$ cat src/rtl/microwave_controller_if.sv
// Microwave controller bus: keypad/button inputs, timer drive and status.
// master = controller side, slave = keypad front-end / timer / panel side.
interface microwave_controller_if;
  logic       key_valid;
  logic [3:0] key_digit;
  logic       start;
  logic       stop;
  logic       door_closed;
  logic       timer_zero;
  logic       timer_clearn;
  logic       timer_loadn;
  logic       timer_enable;
  logic [3:0] timer_bcd;
  logic       mag_on;
  logic       cooking;
  logic       paused;
  logic       done;

  modport master (
    input  key_valid, key_digit, start, stop,
    input  door_closed, timer_zero,
    output timer_clearn, timer_loadn, timer_enable,
    output timer_bcd, mag_on, cooking, paused, done
  );

  modport slave (
    output key_valid, key_digit, start, stop,
    output door_closed, timer_zero,
    input  timer_clearn, timer_loadn, timer_enable,
    input  timer_bcd, mag_on, cooking, paused, done
  );
endinterface

$ cat src/rtl/microwave_controller.sv
// Microwave control FSM: keypad entry, 1 Hz countdown strobes, magnetron.
// Ports: clk, clear (async active-high), bus (master modport of the _if).
module microwave_controller #(
  parameter int TICK_DIV    = 50000000,
  parameter int DONE_CYCLES = 150000000
) (
  input logic                   clk,
  input logic                   clear,
  microwave_controller_if.master bus
);

  localparam int PW = $clog2(TICK_DIV);
  localparam int DW = $clog2(DONE_CYCLES + 1);

  localparam logic [PW-1:0] PS_LAST = PW'(TICK_DIV - 1);
  localparam logic [PW-1:0] PS_PRE  = PW'(TICK_DIV - 2);
  localparam logic [DW-1:0] DC_LAST = DW'(DONE_CYCLES - 1);

  typedef enum logic [1:0] {
    IDLE,
    COOKING,
    PAUSED,
    DONE
  } state_t;

  state_t        r_state;
  logic [PW-1:0] r_presc;
  logic [DW-1:0] r_dcnt;
  logic          r_clearn;
  logic          r_loadn;
  logic          r_enable;
  logic [3:0]    r_bcd;
  logic          r_mag;
  logic          r_cook;
  logic          r_pause;
  logic          r_done;

  logic w_key_ok;
  logic w_door_open;
  logic w_can_start;

  assign w_key_ok    = bus.key_valid && (bus.key_digit <= 4'd9);
  assign w_door_open = !bus.door_closed;
  assign w_can_start = bus.start && bus.door_closed;

  assign bus.timer_clearn = r_clearn;
  assign bus.timer_loadn  = r_loadn;
  assign bus.timer_enable = r_enable;
  assign bus.timer_bcd    = r_bcd;
  assign bus.mag_on       = r_mag;
  assign bus.cooking      = r_cook;
  assign bus.paused       = r_pause;
  assign bus.done         = r_done;

  always_ff @(posedge clk or posedge clear) begin
    if (clear) begin
      r_state  <= IDLE;
      r_presc  <= '0;
      r_dcnt   <= '0;
      r_clearn <= 1'b0;
      r_loadn  <= 1'b1;
      r_enable <= 1'b0;
      r_bcd    <= 4'd0;
      r_mag    <= 1'b0;
      r_cook   <= 1'b0;
      r_pause  <= 1'b0;
      r_done   <= 1'b0;
    end else begin
      // Strobes are single-cycle unless re-asserted below.
      r_clearn <= 1'b1;
      r_loadn  <= 1'b1;
      r_enable <= 1'b0;
      unique case (r_state)
        IDLE: begin
          if (bus.stop) begin
            r_clearn <= 1'b0;
          end else if (w_can_start && !bus.timer_zero) begin
            r_state <= COOKING;
            r_presc <= '0;
            r_mag   <= 1'b1;
            r_cook  <= 1'b1;
          end else if (w_key_ok) begin
            r_loadn <= 1'b0;
            r_bcd   <= bus.key_digit;
          end
        end
        COOKING: begin
          if (bus.stop || w_door_open) begin
            r_state <= PAUSED;
            r_mag   <= 1'b0;
            r_cook  <= 1'b0;
            r_pause <= 1'b1;
          end else if (bus.timer_zero) begin
            r_state <= DONE;
            r_dcnt  <= '0;
            r_mag   <= 1'b0;
            r_cook  <= 1'b0;
            r_done  <= 1'b1;
          end else begin
            r_presc <= (r_presc == PS_LAST) ? '0
                                            : r_presc + PW'(1);
            // Strobe is registered, so fire one count early to land
            // on cooking cycle TICK_DIV, 2*TICK_DIV, ...
            if (r_presc == PS_PRE) r_enable <= 1'b1;
          end
        end
        PAUSED: begin
          if (bus.stop) begin
            r_state  <= IDLE;
            r_clearn <= 1'b0;
            r_pause  <= 1'b0;
          end else if (w_can_start) begin
            r_state <= COOKING;
            r_presc <= '0;
            r_mag   <= 1'b1;
            r_cook  <= 1'b1;
            r_pause <= 1'b0;
          end
        end
        DONE: begin
          if (bus.stop || w_door_open ||
              r_dcnt == DC_LAST) begin
            r_state <= IDLE;
            r_done  <= 1'b0;
          end else begin
            r_dcnt <= r_dcnt + DW'(1);
          end
        end
        default: begin
          r_state <= IDLE;
          r_mag   <= 1'b0;
          r_cook  <= 1'b0;
          r_pause <= 1'b0;
          r_done  <= 1'b0;
        end
      endcase
    end
  end

endmodule

$ cat src/flat_wrapper.sv
// flat-port wrapper written by rule: the top's interface ports become plain ports
module microwave_controller_flat 
#(
  parameter int TICK_DIV    = 50000000,
  parameter int DONE_CYCLES = 150000000
)
  (clk, clear, bus_key_valid, bus_key_digit, bus_start, bus_stop, bus_door_closed, bus_timer_zero, bus_timer_clearn, bus_timer_loadn, bus_timer_enable, bus_timer_bcd, bus_mag_on, bus_cooking, bus_paused, bus_done);
  microwave_controller_if bus_i ();
  input logic clk;
  input logic clear;
  input wire logic [$bits(bus_i.key_valid)-1:0] bus_key_valid;
  input wire logic [$bits(bus_i.key_digit)-1:0] bus_key_digit;
  input wire logic [$bits(bus_i.start)-1:0] bus_start;
  input wire logic [$bits(bus_i.stop)-1:0] bus_stop;
  input wire logic [$bits(bus_i.door_closed)-1:0] bus_door_closed;
  input wire logic [$bits(bus_i.timer_zero)-1:0] bus_timer_zero;
  output wire logic [$bits(bus_i.timer_clearn)-1:0] bus_timer_clearn;
  output wire logic [$bits(bus_i.timer_loadn)-1:0] bus_timer_loadn;
  output wire logic [$bits(bus_i.timer_enable)-1:0] bus_timer_enable;
  output wire logic [$bits(bus_i.timer_bcd)-1:0] bus_timer_bcd;
  output wire logic [$bits(bus_i.mag_on)-1:0] bus_mag_on;
  output wire logic [$bits(bus_i.cooking)-1:0] bus_cooking;
  output wire logic [$bits(bus_i.paused)-1:0] bus_paused;
  output wire logic [$bits(bus_i.done)-1:0] bus_done;
  assign bus_i.key_valid = bus_key_valid;
  assign bus_i.key_digit = bus_key_digit;
  assign bus_i.start = bus_start;
  assign bus_i.stop = bus_stop;
  assign bus_i.door_closed = bus_door_closed;
  assign bus_i.timer_zero = bus_timer_zero;
  assign bus_timer_clearn = bus_i.timer_clearn;
  assign bus_timer_loadn = bus_i.timer_loadn;
  assign bus_timer_enable = bus_i.timer_enable;
  assign bus_timer_bcd = bus_i.timer_bcd;
  assign bus_mag_on = bus_i.mag_on;
  assign bus_cooking = bus_i.cooking;
  assign bus_paused = bus_i.paused;
  assign bus_done = bus_i.done;
  microwave_controller #(.TICK_DIV(TICK_DIV), .DONE_CYCLES(DONE_CYCLES)) u_core (.clk(clk), .clear(clear), .bus(bus_i));
endmodule
$ cat config.mk
export PLATFORM = sky130hd
export DESIGN_NAME = microwave_controller_flat
export DESIGN_NICKNAME = d
export VERILOG_FILES = /design/src/rtl/microwave_controller_if.sv /design/src/rtl/microwave_controller.sv /design/src/flat_wrapper.sv
export SDC_FILE = /design/constraint.sdc
export NUM_CORES = 1
export LEC_CHECK = 0
export ABC_AREA = 0
export CAP_MARGIN = 20
export CORE_MARGIN = 2
export CORE_UTILIZATION = 33
export DETAILED_ROUTE_END_ITERATION = 7
export SLEW_MARGIN = 20
export SYNTH_ARGS = -nofsm -noshare
export SYNTH_HDL_FRONTEND = slang
export SYNTH_SLANG_ARGS = --single-unit
$ cat constraint.sdc
create_clock -name clk -period 3.6 [get_ports clk]
set_input_delay 0.72 -clock clk [delete_from_list [all_inputs] [get_ports clk]]
set_output_delay 0.72 -clock clk [all_outputs]
set_load 0.01 [all_outputs]
==> impl_metrics.env, run 1 <==
export IMPL_grt_util_met2=0.2419
export IMPL_synth_seq_cells=66
export IMPL_ys_warn_count=0
export IMPL_finalSetupViolCount=0
export IMPL_postRouteAntennaNets=0
export IMPL_synth_commonest_cells="dfrtp_1, nand2_1, nor2_1, nand3_1, nand4_1"
export IMPL_cts_root_buf="clkbuf_16"
export IMPL_grt_pass1_vias=3175
export IMPL_area_delta_synth_final_pct=15.70
export IMPL_finalPower_uw=1810
export IMPL_n_fill_cell=1156
export IMPL_place_inst=562
export IMPL_drt_pass1_iterations=4
export IMPL_status="finished clean"
export IMPL_synth_seq_area_share=0.4347
export IMPL_drt_iter0_drc=204
export IMPL_grtUsageTotal=0.1560
export IMPL_ir_drop_v=0.0002400
export IMPL_htreeDepth=3
export IMPL_avgSynthCellArea_um2=9.207
export IMPL_placed_area_um2=4133
export IMPL_fmax_mhz=377.3
export IMPL_r2r_slack_ns=1.00
export IMPL_cts_hold_buf=0
export IMPL_yosys_top_cells_area="dfrtp_1, nand3_1, nand2_1"
export IMPL_cts_resized=0
export IMPL_syn_nets=427
export IMPL_timing_final_crit_share=0.7362
export IMPL_postCtsSetupBuffers=0
export IMPL_yosys_area_top_type="dfrtp_1"
export IMPL_synthesis_area_um2=3802
export IMPL_grt_max_degree=44
export IMPL_cts_sinks=66
export IMPL_min_period_ns=2.650
export IMPL_slew_headroom=0.5227
export IMPL_worstSkewPairLatency_ns=0.33
export IMPL_slowest_stage="o2111a_1"
export IMPL_finalClockSkew_ns=0.007742
export IMPL_cts_buffer_depth=2
export IMPL_row_count=39
export IMPL_path_clk_slew_ns=0.05
export IMPL_finalHoldViolCount=0
export IMPL_power_density_nw_per_um2=411.4
export IMPL_use_met1=0.2147
export IMPL_via_per_inst=5.623
export IMPL_worstPathCellList="clkdlybuf4s50_1, nor2b_1, o2111a_1, nand4_1, or3_1, a21oi_1"
export IMPL_fin_area_um2=4399
export IMPL_async_flop_share=1.000
export IMPL_gr_usage_met3=0.02722
export IMPL_max_stage_delay_ns=0.52
export IMPL_tns_ns=0
export IMPL_synth_ff_type="dfrtp_1"
export IMPL_start_util=0.3359
export IMPL_hold_slack_ns=0.5063
export IMPL_gp_congestion=0.8373
export IMPL_crit_fanout=13
export IMPL_synthCells=413
export IMPL_numCtsBuffers=9
export IMPL_ys_types=61
export IMPL_wirelength_um=9151
export IMPL_critPathRequiredTime_ns=3.85
export IMPL_crit_type="input pin to flip-flop"
export IMPL_grt_pass1_wl_um=15790
export IMPL_worstSetupStartpointType="input pin"
export IMPL_routedWlPerCell_um=15.83
export IMPL_dieArea_um2=12400
export IMPL_core_area_um2=11320
export IMPL_drcViolationCount=0
export IMPL_nets=444
export IMPL_hpwlAfterDp_um=6380
export IMPL_grt_setup_unrepaired="false"
export IMPL_slew_viol_final=0
export IMPL_antenna_found_initial=0
export IMPL_path_buf_inv=1
export IMPL_tightest_slew_ns=0.7100
export IMPL_critPathTopFamily="simple AND/OR/NAND/NOR gates"
export IMPL_synth_top_area_frac=0.4278
export IMPL_grt_overflow_total=0
export IMPL_hold_class="flip-flop to flip-flop"
export IMPL_n_antenna_cell=0
export IMPL_io_pins=22
export IMPL_synth_edf_count=0
export IMPL_leakagePower_uw=0.001779
export IMPL_stdcell_count=578
export IMPL_drv_cap=0
export IMPL_port_buffers=21
export IMPL_die_y_um=111.3
export IMPL_vias=3250
export IMPL_arrival_ns=2.90
export IMPL_drive_above_1_share=0.08966
export IMPL_busiest_layer="met2"
export IMPL_yosysMostFrequentCell="dfrtp_1"
export IMPL_die_width_um=111.3
export IMPL_endpoint_kind="flip-flop"
export IMPL_tritoncts="built"
==> final timing paths <==
path                                         start                      end  cells past startpoint
setup / recovery                   bus_door_closed       u_core.r_presc[24]                      6
hold / removal             u_core.bus.timer_bcd[0]  u_core.bus.timer_bcd[0]                      1
setup reg to reg                 u_core.r_state[0]       u_core.r_presc[24]                      5
hold reg to reg            u_core.bus.timer_bcd[0]  u_core.bus.timer_bcd[0]                      1
max in group asynchronous                    clear   u_core.bus.timer_loadn                      3
min in group asynchronous                    clear       u_core.r_presc[18]                      2
==> registers in the layout, indices dropped and copies added (netlist names) <==
| register | count |
|---|---|
| u_core.bus.timer_loadn | 1 |
| u_core.bus.timer_bcd | 4 |
| u_core.bus.paused | 1 |
| u_core.bus.done | 1 |
| u_core.bus.timer_enable | 1 |
| u_core.bus.timer_clearn | 1 |
| u_core.r_dcnt | 28 |
| u_core.bus.mag_on | 1 |
| u_core.r_state | 2 |
| u_core.r_presc | 26 |
==> per-layer routing <==
metal	share of wire	wire length, µm	vias up
met5	0	0	-
met2	0.46	4209	54
met1	0.48	4433	1592
li1	-	-	1592
met4	0.019	170	0
met3	0.037	337	12
==> metrics by stage <==
step / util / setup WS (ns)
floorplan: - / 1.227
global placement: 0.3651 / 0.7424
detailed placement: 0.3651 / 0.6650
CTS: 0.3886 / 0.9750
global route: 0.3886 / 0.7939
finish: 0.3886 / 0.9497
==> cell families after synthesis <==
| logic type | Yosys count | synth area share |
|---|---|---|
| mux | 6 | 0.01744 |
| compound gates | 92 | 0.1662 |
| fa+ha+maj | 3 | 0.009873 |
| simple gates | 194 | 0.2866 |
| xor+xnor | 19 | 0.04376 |
| flops | 66 | 0.4347 |
| buf+inv | 33 | 0.04146 |
==> cell type report <==
class / instances / area, µm² / area share
inverter: 13 / 48.80 / 0.01109
timing repair buffer: 26 / 260.3 / 0.05916
clock buffer: 12 / 246.5 / 0.05603
clock inverter: 4 / 20.02 / 0.004551
tap: 143 / 178.9 / 0.04067
sequential: 66 / 1653 / 0.3757
multi-input combinational: 314 / 1992 / 0.4528
==> worst reg2reg max path, cell delays in order (launching register included) <==
cell	delay, ns
dfrtp_1	0.55
nand2_1	0.51
o2111a_1	0.57
nand4_1	0.30
or3_1	0.43
a21oi_1	0.17
==> where the power goes <==
group / switching, µW / leakage [µW] / internal (µW) / total [µW]
clock: 309 / 0.000136 / 480 / 788
sequential: 51.0 / 0.000884 / 786 / 837
combinational: 90.8 / 0.000759 / 94.0 / 185
total: 450 / 0.00178 / 1360 / 1810
==> cell usage in the layout, fill, tap and decap left out, drive strengths merged, types with 6 or more instances in the layout <==
cell / count
and3: 17
clkbuf: 12
or4: 7
or3: 7
nor4: 13
nand4: 19
a21oi: 17
a31oi: 7
xor2: 9
nor2: 33
dfrtp: 65
o21ai: 22
nand3: 31
o31ai: 7
xnor2: 10
nor3: 11
clkdlybuf4s50: 21
nand2: 34
inv: 13
a22o: 6
No activity file was read; power rests on OpenSTA's default activity.
==> inputs of run 2 (changes only) <==
==> constraint.sdc (replaced) <==
create_clock -name clk -period 2.28 [get_ports clk]
set_input_delay 0.456 -clock clk [delete_from_list [all_inputs] [get_ports clk]]
set_output_delay 0.456 -clock clk [all_outputs]
set_load 0.01 [all_outputs]
==> run 2 against run 1 <==
Global-route usage increased by 1.3 points. Via count increased by 7.1%. Sequential power increased by 55%. Combinational power increased by 100%. Final cell count increased by 8.0%. Total power increased by 67%.
==> impl_metrics.env, run 2 (synthesis results as in run 1) <==
export IMPL_status="finished clean"
export IMPL_n_antenna_cell=0
export IMPL_max_stage_delay_ns=0.42
export IMPL_drt_met1_wl_um=4839
export IMPL_arrival_ns=2.42
export IMPL_tns_ns=0
export IMPL_cts_hold_buf=0
export IMPL_clkPwrFrac=0.449
export IMPL_tritoncts="built"
export IMPL_dieArea_um2=12400
export IMPL_grt_pass1_wl_um=17060
export IMPL_finalSetupViolCount=0
export IMPL_min_period_ns=2.169
export IMPL_leakagePower_uw=0.002033
export IMPL_finalHoldViolCount=0
export IMPL_hold_class="input pin to async pin"
export IMPL_port_buffers=21
export IMPL_start_util=0.3359
export IMPL_area_delta_synth_final_pct=25.90
export IMPL_core_area_um2=11320
export IMPL_met2_length_um=4326
export IMPL_io_pins=22
export IMPL_ir_drop_v=0.0004463
export IMPL_hpwlAfterDp_um=7050
export IMPL_seq_power_share=0.428
export IMPL_drt_pass1_iterations=4
export IMPL_crit_fanout=9
export IMPL_largest_reg_flops=28
export IMPL_die_width_um=111.3
export IMPL_largest_register="u_core.r_dcnt"
export IMPL_die_y_um=111.3
export IMPL_grt_setup_unrepaired="false"
export IMPL_postCtsSetupBuffers=0
export IMPL_via_per_inst=5.580
export IMPL_htreeDepth=3
export IMPL_grt_max_degree=41
export IMPL_wirelength_um=9727
export IMPL_routedWlPerCell_um=15.59
export IMPL_row_count=39
export IMPL_crit_type="flip-flop to flip-flop"
export IMPL_hold_slack_ns=0.4320
export IMPL_antenna_found_initial=0
export IMPL_slew_viol_final=0
export IMPL_r2r_end="u_core.r_dcnt[9]"
export IMPL_endpoint_kind="flip-flop"
export IMPL_r2r_cells=8
export IMPL_cts_buffer_depth=2
export IMPL_tightest_slew_ns=0.6381
export IMPL_r2r_slack_ns=0.11
export IMPL_nets=491
export IMPL_gp_congestion=0.8604
export IMPL_power_density_nw_per_um2=632.3
export IMPL_drcViolationCount=0
export IMPL_slowest_stage="nor4b_1"
export IMPL_mostFrequentLayoutCells="dfrtp_1, buf_4, nand2_1, nor2_1, nand3_1"
export IMPL_grt_overflow_total=0
export IMPL_cp_common_cell="buf_4"
export IMPL_drt_iter0_drc=174
export IMPL_drv_cap=0
export IMPL_timing_final_crit_share=0.9513
export IMPL_postRouteAntennaNets=0
export IMPL_worstPathCellList="nor4b_1, buf_4, nand4_1, buf_4, o21ai_2, buf_4, o31ai_1, a31oi_1"
export IMPL_pwr_share_comb=0.122
export IMPL_final_common_cell="dfrtp_1"
export IMPL_finalPower_uw=3027
export IMPL_switching_power_uw=731.6
export IMPL_timing_rr_start="u_core.r_dcnt[10]"
export IMPL_path_clk_slew_ns=0.05
export IMPL_p_int_uw=2295
export IMPL_drive_above_1_share=0.1788
export IMPL_fmax_mhz=461.0
export IMPL_cts_sinks=66
export IMPL_top_layer="met4"
export IMPL_numCtsBuffers=9
export IMPL_slew_headroom=0.5710
export IMPL_sw_frac_of_total=0.2417
export IMPL_worstSetupStartpointType="flip-flop"
export IMPL_grtUsageTotal=0.1689
export IMPL_dr_wl_met3_um=353
export IMPL_worstSkewPairLatency_ns=0.33
export IMPL_finalClockSkew_ns=0.007746
export IMPL_cts_root_buf="clkbuf_16"
export IMPL_critPathRequiredTime_ns=2.53
export IMPL_grt_pass1_vias=3483
export IMPL_vias=3482
run 2: changes by cell type in the layout (fill, tap and decap cells not counted):
cell,previous run,this run
buf_4,4,51
clkinv_2,4,2
bufinv_16,0,1
nor4_1,10,9
nor4_4,0,1
run 2: cell type report:
cell class / count / area, µm²
fill: 1133 / 6534
multi-input combinational: 314 / 2007
sequential: 66 / 1653
timing repair buffer: 73 / 613.1
clock buffer: 12 / 246.5
tap: 143 / 178.9
inverter: 13 / 48.80
clock inverter: 3 / 40.04
run 2: critical path, delay by kind of cell (launching register included):
| family | cells | cell delay, ns |
|---|---|---|
| AOI/OAI and AO/OA | 3 | 0.58 |
| and+or+nand+nor | 2 | 0.51 |
| buffers and inverters | 3 | 0.58 |
| DFF | 1 | 0.41 |
run 2: worst max path at each step:
| stage | slack (ns) | to | startpoint | cells past startpoint |
|---|---|---|---|---|
| 3_5_place_dp | -0.12 | u_core.r_dcnt[7] | bus_door_closed | 8 |
| 4_1_cts | 0.11 | u_core.r_dcnt[9] | u_core.r_dcnt[10] | 8 |
| 3_3_place_gp | -0.08 | u_core.r_dcnt[19] | bus_door_closed | 6 |
| 2_1_floorplan | 0.17 | u_core.bus.done | clear | 1 |
| 6_report | 0.11 | u_core.r_dcnt[9] | u_core.r_dcnt[10] | 8 |
| 5_1_grt | 0.02 | u_core.r_dcnt[9] | u_core.r_dcnt[10] | 8 |
run 2: power groups by stage:
stage / combinational, µW / clock, µW / sequential, µW
5_1_grt: 409 / 1440 / 1310
4_1_cts: 372 / 1380 / 1290
2_1_floorplan: 163 / 0 / 1330
3_3_place_gp: 365 / 0 / 1310
6_report: 371 / 1360 / 1300
3_5_place_dp: 370 / 0 / 1310
run 2: per-layer routing:
layer	GRT usage	vias up
met5	0	-
met4	0.06749	0
met3	0.03593	15
met2	0.2557	66
met1	0.2373	1715
li1	-	1686
run 2: stage by stage:
step	worst slack, ns	cell area, µm²	utilization	cells
floorplan	0.1708	3802	-	413
global placement	-0.08214	4486	0.3962	609
detailed placement	-0.1241	4486	0.3962	609
CTS	0.1065	4772	0.4215	624
global route	0.02176	4787	0.4229	624
finish	0.1109	4787	0.4229	624
run 2: what timing repair did:
item	4_1_cts	5_1_grt
gates resized for setup	0	2
endpoints found under the hold margin	0	0
setup endpoints to repair	0	6
